### src/rtl/codma_pkg.sv
// Shared types and constants for the codma task scheduler: FSM state encoding,
// descriptor geometry and the descriptor-pointer legality check.
package codma_pkg;

  typedef enum logic [1:0] {
    ST_IDLE      = 2'd0,
    ST_DISPATCH  = 2'd1,
    ST_WAIT_DONE = 2'd2,
    ST_COMPLETE  = 2'd3
  } codma_state_e;

  localparam int CODMA_DESC_BYTES    = 16;
  localparam int CODMA_MEM_BYTES_DEF = 256;

  // A descriptor must be 8-byte aligned and lie entirely inside the memory.
  function automatic logic codma_ptr_valid(input logic [31:0] ptr, input int mem_bytes);
    logic [32:0] end_addr;
    end_addr = {1'b0, ptr} + 33'(CODMA_DESC_BYTES);
    return (ptr[2:0] == 3'd0) && (end_addr <= 33'(mem_bytes));
  endfunction

endpackage

### src/rtl/codma_rr_arbiter.sv
// Combinational round-robin arbiter: the requester at ptr_i has the highest
// priority, then ptr_i+1, ... wrapping modulo NUM_REQ. One-hot grant out.
module codma_rr_arbiter
  import codma_pkg::*;
#(
  parameter int NUM_REQ = 4
) (
  input  logic [NUM_REQ-1:0]         req_i,
  input  logic [$clog2(NUM_REQ)-1:0] ptr_i,
  output logic [NUM_REQ-1:0]         grant_o
);

  localparam int IDW = $clog2(NUM_REQ);

  // Walk the requesters starting at the priority pointer; first hit wins.
  always_comb begin
    logic           found;
    int             s;
    logic [IDW-1:0] idx;
    grant_o = '0;
    found   = 1'b0;
    s       = 0;
    idx     = '0;
    for (int i = 0; i < NUM_REQ; i++) begin
      s = int'(ptr_i) + i;
      if (s >= NUM_REQ) begin
        s = s - NUM_REQ;
      end else begin
        s = s;
      end
      idx = IDW'(s);
      if (!found && req_i[idx]) begin
        grant_o[idx] = 1'b1;
        found        = 1'b1;
      end else begin
        found = found;
      end
    end
  end

endmodule

### src/rtl/codma_task_scheduler.sv
// Shares one codma core between NUM_REQ requesters with round-robin dispatch.
// Optional watchdog on the core: define CODMA_SCHED_TIMEOUT_EN to build it in.
module codma_task_scheduler
  import codma_pkg::*;
#(
  parameter int NUM_REQ        = 4,
  parameter int MEM_BYTES      = CODMA_MEM_BYTES_DEF,
  parameter int TIMEOUT_CYCLES = 1024
) (
  input  logic                          clk,
  input  logic                          reset,
  input  logic [NUM_REQ-1:0]            req_start_i,
  input  logic [NUM_REQ-1:0][31:0]      req_task_ptr_i,
  input  logic [NUM_REQ-1:0][31:0]      req_status_ptr_i,
  output logic [NUM_REQ-1:0]            req_ack_o,
  output logic [NUM_REQ-1:0]            req_done_o,
  output logic [NUM_REQ-1:0]            req_error_o,
  output logic                          dma_start_o,
  output logic [31:0]                   dma_task_ptr_o,
  output logic [31:0]                   dma_status_ptr_o,
  input  logic                          dma_done_i,
  input  logic                          dma_error_i,
  output logic                          dma_abort_o,
  output logic                          sched_busy_o,
  output logic [$clog2(NUM_REQ)-1:0]    grant_id_o
);

  localparam int             IDW     = $clog2(NUM_REQ);
  localparam logic [IDW-1:0] LAST_ID = IDW'(NUM_REQ - 1);

  codma_state_e                 state_q, state_d;
  logic [NUM_REQ-1:0]           pending_q, pending_d;
  logic [NUM_REQ-1:0][31:0]     task_ptr_q, task_ptr_d;
  logic [NUM_REQ-1:0][31:0]     stat_ptr_q, stat_ptr_d;
  logic [IDW-1:0]               rr_ptr_q, rr_ptr_d;
  logic [IDW-1:0]               grant_id_q, grant_id_d;
  logic [NUM_REQ-1:0]           ack_q, ack_d;
  logic [NUM_REQ-1:0]           done_q, done_d;
  logic [NUM_REQ-1:0]           err_q, err_d;
  logic                         start_q, start_d;
  logic [31:0]                  dma_task_q, dma_task_d;
  logic [31:0]                  dma_stat_q, dma_stat_d;
  logic [NUM_REQ-1:0]           grant_oh_s;
  logic [IDW-1:0]               grant_idx_s;

  // Zero is not a usable watchdog limit.
  if (TIMEOUT_CYCLES < 1) begin : g_timeout_cycles_must_be_positive
  end

`ifdef CODMA_SCHED_TIMEOUT_EN
  localparam int             WDW     = ($clog2(TIMEOUT_CYCLES) > 0) ? $clog2(TIMEOUT_CYCLES) : 1;
  localparam logic [WDW-1:0] WD_LAST = WDW'(TIMEOUT_CYCLES - 1);
  logic [WDW-1:0]            wdog_q, wdog_d;
  logic                      abort_q, abort_d;
`endif

  codma_rr_arbiter #(
    .NUM_REQ (NUM_REQ)
  ) u_arb (
    .req_i   (pending_q),
    .ptr_i   (rr_ptr_q),
    .grant_o (grant_oh_s)
  );

  // One-hot grant to binary index.
  always_comb begin
    grant_idx_s = '0;
    for (int i = 0; i < NUM_REQ; i++) begin
      grant_idx_s = grant_idx_s | (grant_oh_s[i] ? IDW'(i) : '0);
    end
  end

  // Submission capture and scheduler FSM next-state/output logic.
  always_comb begin
    state_d    = state_q;
    pending_d  = pending_q;
    task_ptr_d = task_ptr_q;
    stat_ptr_d = stat_ptr_q;
    rr_ptr_d   = rr_ptr_q;
    grant_id_d = grant_id_q;
    dma_task_d = dma_task_q;
    dma_stat_d = dma_stat_q;
    ack_d      = '0;
    done_d     = '0;
    err_d      = '0;
    start_d    = 1'b0;
`ifdef CODMA_SCHED_TIMEOUT_EN
    wdog_d     = wdog_q;
    abort_d    = 1'b0;
`endif

    // A requester with a task already outstanding (including the grantee) is ignored.
    for (int i = 0; i < NUM_REQ; i++) begin
      if (req_start_i[i] && !pending_q[i]) begin
        pending_d[i]  = 1'b1;
        task_ptr_d[i] = req_task_ptr_i[i];
        stat_ptr_d[i] = req_status_ptr_i[i];
        ack_d[i]      = 1'b1;
      end else begin
        ack_d[i] = 1'b0;
      end
    end

    case (state_q)
      ST_IDLE: begin
        if (|pending_q) begin
          grant_id_d = grant_idx_s;
          if (codma_ptr_valid(task_ptr_q[grant_idx_s], MEM_BYTES)) begin
            dma_task_d = task_ptr_q[grant_idx_s];
            dma_stat_d = stat_ptr_q[grant_idx_s];
            start_d    = 1'b1;
            state_d    = ST_DISPATCH;
          end else begin
            done_d[grant_idx_s] = 1'b1;
            err_d[grant_idx_s]  = 1'b1;
            state_d             = ST_COMPLETE;
          end
        end else begin
          state_d = ST_IDLE;
        end
      end
      ST_DISPATCH: begin
        state_d = ST_WAIT_DONE;
`ifdef CODMA_SCHED_TIMEOUT_EN
        wdog_d  = '0;
`endif
      end
      ST_WAIT_DONE: begin
        if (dma_done_i) begin
          done_d[grant_id_q] = 1'b1;
          err_d[grant_id_q]  = dma_error_i;
          state_d            = ST_COMPLETE;
`ifdef CODMA_SCHED_TIMEOUT_EN
        end else if (wdog_q == WD_LAST) begin
          // Abort goes out with the error completion; a coincident done beats it above.
          abort_d            = 1'b1;
          done_d[grant_id_q] = 1'b1;
          err_d[grant_id_q]  = 1'b1;
          state_d            = ST_COMPLETE;
        end else begin
          wdog_d = wdog_q + WDW'(1);
        end
`else
        end else begin
          state_d = ST_WAIT_DONE;
        end
`endif
      end
      ST_COMPLETE: begin
        pending_d[grant_id_q] = 1'b0;
        rr_ptr_d = (grant_id_q == LAST_ID) ? '0 : grant_id_q + IDW'(1);
        state_d  = ST_IDLE;
      end
      default: begin
        state_d = ST_IDLE;
      end
    endcase
  end

  // State and registered outputs; reset drops every pending task silently.
  always_ff @(posedge clk) begin
    if (reset) begin
      state_q    <= ST_IDLE;
      pending_q  <= '0;
      task_ptr_q <= '0;
      stat_ptr_q <= '0;
      rr_ptr_q   <= '0;
      grant_id_q <= '0;
      ack_q      <= '0;
      done_q     <= '0;
      err_q      <= '0;
      start_q    <= 1'b0;
      dma_task_q <= 32'd0;
      dma_stat_q <= 32'd0;
`ifdef CODMA_SCHED_TIMEOUT_EN
      wdog_q     <= '0;
      abort_q    <= 1'b0;
`endif
    end else begin
      state_q    <= state_d;
      pending_q  <= pending_d;
      task_ptr_q <= task_ptr_d;
      stat_ptr_q <= stat_ptr_d;
      rr_ptr_q   <= rr_ptr_d;
      grant_id_q <= grant_id_d;
      ack_q      <= ack_d;
      done_q     <= done_d;
      err_q      <= err_d;
      start_q    <= start_d;
      dma_task_q <= dma_task_d;
      dma_stat_q <= dma_stat_d;
`ifdef CODMA_SCHED_TIMEOUT_EN
      wdog_q     <= wdog_d;
      abort_q    <= abort_d;
`endif
    end
  end

  assign req_ack_o        = ack_q;
  assign req_done_o       = done_q;
  assign req_error_o      = err_q;
  assign dma_start_o      = start_q;
  assign dma_task_ptr_o   = dma_task_q;
  assign dma_status_ptr_o = dma_stat_q;
  assign grant_id_o       = grant_id_q;
  assign sched_busy_o     = (state_q != ST_IDLE);
`ifdef CODMA_SCHED_TIMEOUT_EN
  assign dma_abort_o      = abort_q;
`else
  assign dma_abort_o      = 1'b0;
`endif

endmodule
### config.mk
export PLATFORM = sky130hd
export DESIGN_NAME = codma_task_scheduler
export DESIGN_NICKNAME = d
export VERILOG_FILES = /design/src/rtl/codma_pkg.sv /design/src/rtl/codma_rr_arbiter.sv /design/src/rtl/codma_task_scheduler.sv
export SDC_FILE = /design/constraint.sdc
export NUM_CORES = 1
export LEC_CHECK = 0
export CAP_MARGIN = 10
export CORE_UTILIZATION = 30
export DETAILED_ROUTE_END_ITERATION = 12
export GPL_TIMING_DRIVEN = 0
export PLACE_DENSITY_LB_ADDON = 0.3
export SETUP_SLACK_MARGIN = 0.3
export SYNTH_ARGS = -nofsm -noshare
export SYNTH_HDL_FRONTEND = slang
export SYNTH_SLANG_ARGS = --single-unit
### constraint.sdc
create_clock -name clk -period 12.8 [get_ports clk]
set_input_delay 2.56 -clock clk [delete_from_list [all_inputs] [get_ports clk]]
set_output_delay 2.56 -clock clk [all_outputs]
set_load 0.05 [all_outputs]
==> run metrics, run 1 <==
layout net count=2503; cell total after placement=approximately 2800; fraction of power consumed by the clock network=0.356; number of ports placed on the die boundary=345; IO Port Bufs=342; Period minus WS final=7.03 ns; global-route wire length before repair=86.5 mm; DRT iter0 DRCs=1072; outcome=finished, final reports clean; Crit Path Category=flip-flop to flip-flop; part of the total power dissipated in combinational logic=0.279; Final period util=0.549; Placeable Area=between 40000 and 50000 µm²; sum of negative setup slack=0 ns; synth top area cells=sky130_fd_sc_hd__dfxtp_1, sky130_fd_sc_hd__nand2_1, sky130_fd_sc_hd__a21oi_1, sky130_fd_sc_hd__mux2i_1, sky130_fd_sc_hd__mux2_2; Synthesized Nets=2119; cts-stage hold buffer count=0; total number of vias=14708; maximum fanout along the worst path=10; Routed Wire Length=slightly below 60 mm; number of max-cap violations=0; drt via density=between 5 and 6; Arrival @ worst endpoint=~7.5 ns; Net Sw Power=1070 µW; share of the synthesized area in the top cell type=0.459; clock transition at the registers of the reported paths=about 0.060 ns; later-pin clock latency in the skew report=0.55 ns; row count=81; largest area contributor in the synthesized netlist=sky130_fd_sc_hd__dfxtp_1; Synth-to-Final Area Change=37.1%; fraction of final layout cells with drive strength greater than 1=0.0608; pin count of the biggest net entering global routing=13; IR drop worst, VDD=86.9 µV; number of clock buffers inserted by TritonCTS=40; non-filler cells in the finished layout=slightly below 3000; class of the most critical hold timing path=flip-flop to flip-flop; drc violations=0; Max Clock Skew=around 0.018 ns; sequential share of the synthesized area=0.459; endpoints failing hold=0; die height=225 µm; TritonRoute pass-1 iters=5; WP data required=13.23 ns; cells after synthesis=1842; crit start category=flip-flop; fmax=around 0.14 GHz; Resized cells post-CTS=0; leakage power=about 0.0074 µW; power per cell area=156 nW/µm²; detailed placement HPWL=45.8 mm; endpoint class of the critical path=flip-flop; final slew viol count=0; post-synthesis cell type count=74; effective utilization at floorplan=0.305; number of antenna violations at the first check in global routing=3; number of warnings printed during yosys synthesis=0; Die Span X=225 µm; P_int=2120 µW; unrepaired setup endpoints after global routing=false; share of synthesized registers carrying an async set or reset=0; top_reg_cell synth=sky130_fd_sc_hd__dfxtp_1; post-synthesis sequential element count=343; vias in the first global route=14468; Congestion Overflow GR=0; mean routed wirelength per cell=20.3 µm; tightest slew margin relative to the limit=0.230; Sw Share=0.335; slew at the pin with the worst max-slew slack=1.16 ns; Post-Synthesis Cell Area=15000 µm²; filler instances=between 5000 and 6000; number of buffers added for setup after CTS=0; CTS H-tree depth=2; clock tree from TritonCTS=yes; clock tree sinks=between 300 and 400; sequential cell fraction of total power=0.365; antenna-violating nets left=0; EDFF count, synth=0; gpl congestion=0.899; Final setup viols=0; Clock Path Buffers=3; floorplan die area=just over 50000 µm²; gr usage total=0.229; average cell area after synthesis=between 8 and 9 µm²; root buffer cell=sky130_fd_sc_hd__clkbuf_16
final cells by class:
cell class                      count  area (µm²)  share of cell area
Antenna cell                        1        2.50            0.000122
Buffer                            142         619              0.0302
Clock buffer                       57        1180              0.0574
Clock inverter                     11         115             0.00561
Inverter                           14        52.6             0.00256
Multi-Input combinational cell   1343        7420               0.362
Sequential cell                   343        6870               0.335
Tap cell                          664         831              0.0405
Timing Repair Buffer              342        3420               0.167
cells by family after synthesis:
family                     Yosys count  share of synthesized area
xor gates and xnor gates             3                    0.00176
buffers and inverters              156                     0.0449
adders and majority gates           13                     0.0109
muxes                              106                     0.0793
AOI/OAI and AO/OA                  430                      0.173
and+or+nand+nor                    790                      0.231
DFF                                343                      0.459
other                                1                   0.000251
Yosys cell counts, drive strengths merged, types with 3 or more instances:
master,count
o211a,3
inv,14
nand3,5
a31oi,6
o32ai,7
a21oi,266
nor2b,46
and2,8
buf,51
and3,3
o21a,3
a222oi,4
nand3b,4
nor3b,27
a211oi,7
o22ai,6
a2111oi,6
dfxtp,343
a22oi,32
o221ai,12
clkbuf,91
mux2i,42
nand2b,12
mux2,60
a221o,4
nor3,11
nand2,571
nor2,68
nor4,13
mux4,4
o21ai,53
nand4,4
or4,3
ha,13
o31ai,4
or3,9
critical path: stages, from the launching register on:
cell and delay, ns:
sky130_fd_sc_hd__dfxtp_1 0.40, sky130_fd_sc_hd__buf_2 0.27, sky130_fd_sc_hd__inv_1 0.17, sky130_fd_sc_hd__ha_1 0.31, sky130_fd_sc_hd__buf_2 0.17, sky130_fd_sc_hd__or3b_1 0.43, sky130_fd_sc_hd__a2111oi_4 0.43, sky130_fd_sc_hd__o21a_2 0.27
sky130_fd_sc_hd__nor2_4 0.08, sky130_fd_sc_hd__buf_2 0.24, sky130_fd_sc_hd__o21ai_1 0.77, sky130_fd_sc_hd__clkbuf_1 0.72, sky130_fd_sc_hd__a222oi_1 0.42, sky130_fd_sc_hd__nor2_1 0.20, sky130_fd_sc_hd__nand3_1 0.11, sky130_fd_sc_hd__xnor2_1 0.23
sky130_fd_sc_hd__o2111ai_1 0.32, sky130_fd_sc_hd__nor4_4 0.54, sky130_fd_sc_hd__buf_6 0.28, sky130_fd_sc_hd__buf_8 0.18, sky130_fd_sc_hd__mux2_1 0.33
stage by stage:
stage	hold WS [ns]	worst slack (ns)	power, µW	utilization	area [µm²]
2_1_floorplan	0.431	7.73	1720	-	15000
3_3_place_gp	0.440	5.97	2060	0.392	19200
3_5_place_dp	0.444	5.86	2070	0.392	19200
4_1_cts	0.454	5.81	3210	0.418	20500
5_1_grt	0.467	5.40	3330	0.418	20500
6_report	0.452	5.77	3190	0.418	20500
final timing paths:
path                                from                                end  slack (ns)  depth (start not counted)
min          stat_ptr_q[20]$_SDFFE_PP0P_        stat_ptr_q[20]$_SDFFE_PP0P_        0.45                          2
max             rr_ptr_q[0]$_SDFFE_PP0N_  dma_status_ptr_o[28]$_SDFFE_PP0P_        5.77                         20
min reg2reg  stat_ptr_q[20]$_SDFFE_PP0P_        stat_ptr_q[20]$_SDFFE_PP0P_        0.45                          2
max reg2reg     rr_ptr_q[0]$_SDFFE_PP0N_  dma_status_ptr_o[28]$_SDFFE_PP0P_        5.77                         20
layout by cell type, fill, tap and decap left out, types with 6 or more instances in the layout:
| cell | count |
|---|---|
| sky130_fd_sc_hd__dfxtp_1 | 343 |
| sky130_fd_sc_hd__buf_1 | 30 |
| sky130_fd_sc_hd__nor3b_1 | 27 |
| sky130_fd_sc_hd__nor2_1 | 67 |
| sky130_fd_sc_hd__nor4_1 | 9 |
| sky130_fd_sc_hd__ha_1 | 13 |
| sky130_fd_sc_hd__inv_1 | 14 |
| sky130_fd_sc_hd__clkbuf_1 | 98 |
| sky130_fd_sc_hd__o22ai_1 | 6 |
| sky130_fd_sc_hd__a22oi_1 | 32 |
| sky130_fd_sc_hd__o221ai_1 | 12 |
| sky130_fd_sc_hd__nor3_1 | 11 |
| sky130_fd_sc_hd__mux2i_1 | 42 |
| sky130_fd_sc_hd__mux2_1 | 28 |
| sky130_fd_sc_hd__or3_1 | 9 |
| sky130_fd_sc_hd__clkbuf_8 | 9 |
| sky130_fd_sc_hd__buf_2 | 9 |
| sky130_fd_sc_hd__mux2_2 | 32 |
| sky130_fd_sc_hd__a211oi_1 | 6 |
| sky130_fd_sc_hd__and2_1 | 8 |
| sky130_fd_sc_hd__o21ai_0 | 50 |
| sky130_fd_sc_hd__a31oi_1 | 6 |
| sky130_fd_sc_hd__a21oi_1 | 265 |
| sky130_fd_sc_hd__nor2b_1 | 46 |
| sky130_fd_sc_hd__buf_4 | 6 |
| sky130_fd_sc_hd__clkbuf_16 | 41 |
| sky130_fd_sc_hd__nand2b_1 | 12 |
| sky130_fd_sc_hd__nand2_1 | 569 |
| sky130_fd_sc_hd__clkdlybuf4s50_1 | 342 |
state kept, by name (all words and copies together) (netlist names):
signal	flops
req_error_o	4
dma_start_o	1
stat_ptr_q	128
dma_status_ptr_o	32
state_q	2
pending_q	4
req_ack_o	4
rr_ptr_q	2
grant_id_o	2
dma_task_ptr_o	32
req_done_o	4
task_ptr_q	128
power groups by stage:
| stage | logic [µW] | clock network [µW] | registers (µW) |
|---|---|---|---|
| finish | 892 | 1140 | 1160 |
| global route | 957 | 1200 | 1170 |
| CTS | 887 | 1160 | 1160 |
| detailed placement | 882 | 0 | 1190 |
| global placement | 872 | 0 | 1180 |
| floorplan | 520 | 0 | 1200 |
metal layers:
metal	vias to the layer above	GRT usage	wire length, µm
met5	-	0	28
met4	4	0.0970	2140
met3	113	0.0413	3760
met2	545	0.378	28000
met1	7025	0.292	25400
li1	7021	-	-
No activity file was read; power rests on OpenSTA's default activity.
==> run 2, diff against run 1 <==
- clock period: 12.8 -> 6.6 ns (I/O delays scaled with it)
==> run 2 against run 1 <==
Compared with the run above:
- critical path depth shrank 1
- combinational power up 100%
- clock skew rose by 0.0035 ns
- largest power group unchanged
- highest routed layer unchanged
==> run metrics, run 2 (synthesis gave the netlist of run 1 again) <==
outcome=finished, final reports clean; class of the most critical hold timing path=flip-flop to flip-flop; detailed placement HPWL=45.8 mm; slew at the pin with the worst max-slew slack=1.14 ns; IO Port Bufs=342; list of cells traversed by the critical path=clkbuf_4, inv_1, ha_1, buf_2, or3b_1, a2111oi_4, o21a_2, a211o_1, buf_2, o32ai_2, nor4_4, nand4_1, buf_4, nor4_1, o22ai_1, nor4_4, buf_6, buf_8, mux2_1; final slew viol count=0; sequential cell fraction of total power=0.360; gpl congestion=approximately 0.9; layout net count=~2500; Final setup viols=0; CP max stage delay=0.51 ns; Clock Path Buffers=3; registers with the most flip-flops=stat_ptr_q x128, task_ptr_q x128; global-route wire length before repair=86.7 mm; effective utilization at floorplan=0.305; Crit Reg-Reg Startpoint=rr_ptr_q[0]$_SDFFE_PP0N_; r2r setup slk=0.54 ns; CTS H-tree depth=2; DRT iter0 DRCs=approximately 1100; tightest slew margin relative to the limit=0.242; Worst Reg-to-Reg Cells=19; cell at the slowest stage of the critical path=sky130_fd_sc_hd__nor4_4; floorplan die area=50800 µm²; clock tree sinks=~340; IR drop worst, VDD=174 µV; Final period util=0.918; crit start category=flip-flop; fraction of power consumed by the clock network=0.351; Sw Share=0.338; mean routed wirelength per cell=a little over 20 µm; drc violations=0; Die Span X=225 µm; endpoints failing hold=0; number of ports placed on the die boundary=345; Period minus WS final=roughly 6 ns; worst setup margin=0.541 ns; worst setup timing slack at the placement stage=-0.335 ns; pin count of the biggest net entering global routing=13; capture endpoint of the worst hold path=stat_ptr_q[20]$_SDFFE_PP0P_; part of the total power dissipated in combinational logic=0.289; antenna-violating nets left=0; maximum fanout along the worst path=10; sum of negative setup slack=0 ns; WP data required=around 7 ns; Synth-to-Final Area Change=38.5%; commonest non-fill, non-tap cell in the layout=sky130_fd_sc_hd__nand2_1; Max Clock Skew=approximately 0.022 ns; worst hold path stage count=2; launch point of the worst hold path=stat_ptr_q[20]$_SDFFE_PP0P_; vias in the first global route=14507; unrepaired setup endpoints after global routing=false; power per cell area=around 300 nW/µm²; fmax=0.165 GHz; kind of cell adding the most delay to the critical path=simple AND/OR/NAND/NOR gates; total buffers and inverters traversed by the critical path=7; fraction of final layout cells with drive strength greater than 1=0.0729; Net Sw Power=2120 µW; P_int=4160 µW; Placeable Area=49100 µm²; Arrival @ worst endpoint=6.49 ns; number of antenna violations at the first check in global routing=4; endpoint class of the critical path=flip-flop; total stage count of the critical path=19; TritonRoute pass-1 iters=5; drt via density=5.03; number of clock buffers inserted by TritonCTS=40; gr usage total=0.229; Congestion Overflow GR=0; leakage power=0.00750 µW; clock tree from TritonCTS=yes; die height=between 200 and 250 µm; commonest cells after routing, fill and taps aside=sky130_fd_sc_hd__nand2_1, sky130_fd_sc_hd__dfxtp_1, sky130_fd_sc_hd__clkdlybuf4s50_1, sky130_fd_sc_hd__a21oi_1, sky130_fd_sc_hd__clkbuf_1; Reg-to-Reg End=dma_status_ptr_o[28]$_SDFFE_PP0P_; number of max-cap violations=0; row count=81; Routed Wire Length=59.5 mm; Crit Path Category=flip-flop to flip-flop; later-pin clock latency in the skew report=0.56 ns; clock transition at the registers of the reported paths=0.06 ns; total number of vias=14734; root buffer cell=sky130_fd_sc_hd__clkbuf_16
[run 2: power by group through the flow]
stage               registers [µW]  logic, µW  clock network, µW
floorplan                     2330       1010                  0
global placement              2300       1690                  0
detailed placement            2300       1710                  0
CTS                           2260       1750               2240
global route                  2270       1930               2330
finish                        2260       1820               2210
[run 2: metal layers]
layer	global-route usage	part of all wire	vias to the layer above
li1	-	-	7050
met1	0.292	0.42	7016
met2	0.377	0.47	536
met3	0.0405	0.066	126
met4	0.101	0.040	6
met5	0	0.00074	-
[run 2: area by class of cell]
type | count | area, µm²
fillers | 5043 | 28300
multi-input cells | 1343 | 7540
flip-flops and latches | 343 | 6870
repair buffers | 352 | 3500
clock buffers | 57 | 1180
well taps | 664 | 831
plain buffers | 142 | 632
clock inverters | 11 | 115
inverters | 14 | 52.6
diodes | 1 | 2.50
[run 2: how the worst max path moves through the flow]
stage	slack, ns	from	to
5_1_grt	0.31	rr_ptr_q[0]$_SDFFE_PP0N_	dma_task_ptr_o[4]$_SDFFE_PP0P_
3_5_place_dp	-0.34	rr_ptr_q[0]$_SDFFE_PP0N_	dma_status_ptr_o[28]$_SDFFE_PP0P_
4_1_cts	0.46	rr_ptr_q[0]$_SDFFE_PP0N_	dma_task_ptr_o[7]$_SDFFE_PP0P_
3_3_place_gp	-0.23	rr_ptr_q[0]$_SDFFE_PP0N_	dma_task_ptr_o[4]$_SDFFE_PP0P_
6_report	0.54	rr_ptr_q[0]$_SDFFE_PP0N_	dma_status_ptr_o[28]$_SDFFE_PP0P_
2_1_floorplan	1.53	rr_ptr_q[0]$_SDFFE_PP0N_	dma_task_ptr_o[4]$_SDFFE_PP0P_
[run 2: timing repair]
action / in CTS / in global routing
setup endpoints to repair: 73 / 73
hold buffers: 0 / 0
cloned: 0 / 0
resized for setup: 10 / 18
pin swaps: 5 / 5
buffers inserted: 6 / 4
[run 2: worst register-to-register path: stages (launching register included)]
cell and delay (ns):
sky130_fd_sc_hd__dfxtp_1 0.41, sky130_fd_sc_hd__clkbuf_4 0.25, sky130_fd_sc_hd__inv_1 0.14, sky130_fd_sc_hd__ha_1 0.31, sky130_fd_sc_hd__buf_2 0.17, sky130_fd_sc_hd__or3b_1 0.43, sky130_fd_sc_hd__a2111oi_4 0.43, sky130_fd_sc_hd__o21a_2 0.26
sky130_fd_sc_hd__a211o_1 0.36, sky130_fd_sc_hd__buf_2 0.39, sky130_fd_sc_hd__o32ai_2 0.18, sky130_fd_sc_hd__nor4_4 0.51, sky130_fd_sc_hd__nand4_1 0.19, sky130_fd_sc_hd__buf_4 0.22, sky130_fd_sc_hd__nor4_1 0.32, sky130_fd_sc_hd__o22ai_1 0.26
sky130_fd_sc_hd__nor4_4 0.32, sky130_fd_sc_hd__buf_6 0.26, sky130_fd_sc_hd__buf_8 0.19, sky130_fd_sc_hd__mux2_1 0.34
[run 2: per-stage QoR]
| step | util | hold WS [ns] | power, µW | std cells | instance area (µm²) |
|---|---|---|---|---|---|
| final | 0.422 | 0.453 | 6280 | 2927 | 20700 |
| after global routing | 0.422 | 0.467 | 6530 | 2926 | 20700 |
| after CTS | 0.420 | 0.454 | 6250 | 2922 | 20600 |
| after detailed placement | 0.392 | 0.444 | 4010 | 2848 | 19200 |
| after global placement | 0.392 | 0.440 | 3990 | 2848 | 19200 |
| after floorplan | - | 0.431 | 3340 | 1842 | 15000 |
==> run 3, diff against run 2 <==
- SETUP_SLACK_MARGIN: 0.3 -> 0.05
==> run 3 against run 2 <==
Compared with the run above:
- critical path depth unchanged
- die area unchanged
- clock skew down 0.0047 ns
- sequential cell count unchanged
- total power down 0.98%
- utilization down 0.26 points
- sequential share of layout area up 0.21 points
- setup slack worse by 0.23 ns
- largest power group unchanged
- maximum frequency down 3.6%
- sequential power about the same
- routed wire length down 0.22%
==> run metrics, run 3 (synthesis gave the netlist of run 1 again) <==
outcome=finished, final reports clean; IO Port Bufs=342; drt via density=5.04; maximum fanout along the worst path=11; mean routed wirelength per cell=20.3 µm; endpoints failing hold=0; power per cell area=302 nW/µm²; Arrival @ worst endpoint=6.72 ns; CTS H-tree depth=2; Routed Wire Length=59.4 mm; clock tree from TritonCTS=yes; Final period util=0.953; antenna-violating nets left=0; number of antenna violations at the first check in global routing=3; cell total after placement=2848; gpl congestion=0.899; total number of vias=14754; slew at the pin with the worst max-slew slack=1.16 ns; number of max-cap violations=0; Crit Path Category=flip-flop to flip-flop; class of the most critical hold timing path=flip-flop to flip-flop; Congestion Overflow GR=0; utilization after layout=0.420; crit start category=flip-flop; fraction of final layout cells with drive strength greater than 1=0.0664; Period minus WS final=about 6.3 ns; layout net count=2510; WP data required=around 7 ns; endpoint class of the critical path=flip-flop; DRT iter0 DRCs=~1100; registers with the most flip-flops=stat_ptr_q x128, task_ptr_q x128; r2r setup slk=0.31 ns; Final Total Pwr=6220 µW; Die Span X=225 µm; row count=81; root buffer cell=sky130_fd_sc_hd__clkbuf_16; non-filler cells in the finished layout=a little under 3000; TritonRoute pass-1 iters=7; clock tree sinks=343; Final setup viols=0; commonest non-fill, non-tap cell in the layout=sky130_fd_sc_hd__nand2_1; Placeable Area=49100 µm²; drc violations=0; later-pin clock latency in the skew report=between 0.5 and 0.6 ns; number of clock buffers inserted by TritonCTS=40; IR drop worst, VDD=~180 µV; vias in the first global route=between 10000 and 15000; Clock Path Buffers=3; commonest cells after routing, fill and taps aside=sky130_fd_sc_hd__nand2_1, sky130_fd_sc_hd__dfxtp_1, sky130_fd_sc_hd__clkdlybuf4s50_1, sky130_fd_sc_hd__a21oi_1, sky130_fd_sc_hd__clkbuf_1; global-route wire length before repair=86.6 mm; Max Clock Skew=roughly 0.017 ns; clock transition at the registers of the reported paths=0.06 ns; die height=225 µm; cts-stage hold buffer count=0; final slew viol count=0; sum of negative setup slack=0 ns; Synth-to-Final Area Change=37.6%; number of ports placed on the die boundary=345; unrepaired setup endpoints after global routing=false; floorplan die area=50800 µm²; gr usage total=0.229; leakage power=approximately 0.0075 µW; pin count of the biggest net entering global routing=13; effective utilization at floorplan=0.305; tightest slew margin relative to the limit=0.228; fmax=0.159 GHz; detailed placement HPWL=45.8 mm
## run 3: changes by cell type in the layout (fill, tap and decap cells not counted), sizes merged
cell | before | now
diode | 1 | 2
buf | 59 | 58
clkbuf | 150 | 148
## run 3: metal layers
metal	GRT usage	part of all wire
met5	0	0.00047
met4	0.0970	0.037
met3	0.0417	0.065
met2	0.378	0.47
met1	0.292	0.43
## run 3: repair_timing
action / in CTS / in global routing
cloned: 0 / 0
buffers inserted: 3 / 4
gates resized for setup: 4 / 6
setup endpoints to repair: 73 / 73
pin swaps: 2 / 4
## run 3: critical path: stages (launching register included)
cell	delay, ns
sky130_fd_sc_hd__dfxtp_1	0.40
sky130_fd_sc_hd__buf_2	0.27
sky130_fd_sc_hd__inv_1	0.18
sky130_fd_sc_hd__ha_1	0.31
sky130_fd_sc_hd__buf_2	0.17
sky130_fd_sc_hd__or3b_1	0.43
sky130_fd_sc_hd__a2111oi_4	0.43
sky130_fd_sc_hd__o21ai_1	0.22
sky130_fd_sc_hd__nand2_1	0.27
sky130_fd_sc_hd__clkbuf_2	0.45
sky130_fd_sc_hd__nor2_1	0.22
sky130_fd_sc_hd__a222oi_1	0.81
sky130_fd_sc_hd__nor3_1	0.19
sky130_fd_sc_hd__o211ai_2	0.18
sky130_fd_sc_hd__o221ai_1	0.12
sky130_fd_sc_hd__a211o_1	0.37
sky130_fd_sc_hd__nor4_4	0.33
sky130_fd_sc_hd__buf_6	0.27
sky130_fd_sc_hd__buf_8	0.18
sky130_fd_sc_hd__mux2_1	0.33
## run 3: worst paths after layout
check	to	cells past startpoint	startpoint
max	dma_status_ptr_o[28]$_SDFFE_PP0P_	19	rr_ptr_q[0]$_SDFFE_PP0N_
min	stat_ptr_q[20]$_SDFFE_PP0P_	2	stat_ptr_q[20]$_SDFFE_PP0P_
max reg2reg	dma_status_ptr_o[28]$_SDFFE_PP0P_	19	rr_ptr_q[0]$_SDFFE_PP0N_
min reg2reg	stat_ptr_q[20]$_SDFFE_PP0P_	2	stat_ptr_q[20]$_SDFFE_PP0P_
## run 3: layout make-up
class	instances	area (µm²)
multi-input combinational	1343	7440
buffer	142	626
clock inverter	11	115
clock buffer	57	1180
antenna	2	5.00
tap	664	831
inverter	14	52.6
sequential	343	6870
timing repair buffer	349	3480
fill	5051	28500
## run 3: report_power, final
group          internal, µW  leakage, µW  switching (µW)  total [µW]
clock network          1310     0.000627             892        2200
logic                   630      0.00402            1120        1750
registers              2190      0.00281            71.3        2260
total                  4130      0.00746            2090        6220
## run 3: per-stage QoR
step	setup slack [ns]	area, µm²	hold WS (ns)
global route	0.0544	20600	0.467
detailed placement	-0.335	19200	0.444
global placement	-0.234	19200	0.440
CTS	0.0901	20500	0.454
floorplan	1.53	15000	0.431
finish	0.312	20600	0.453
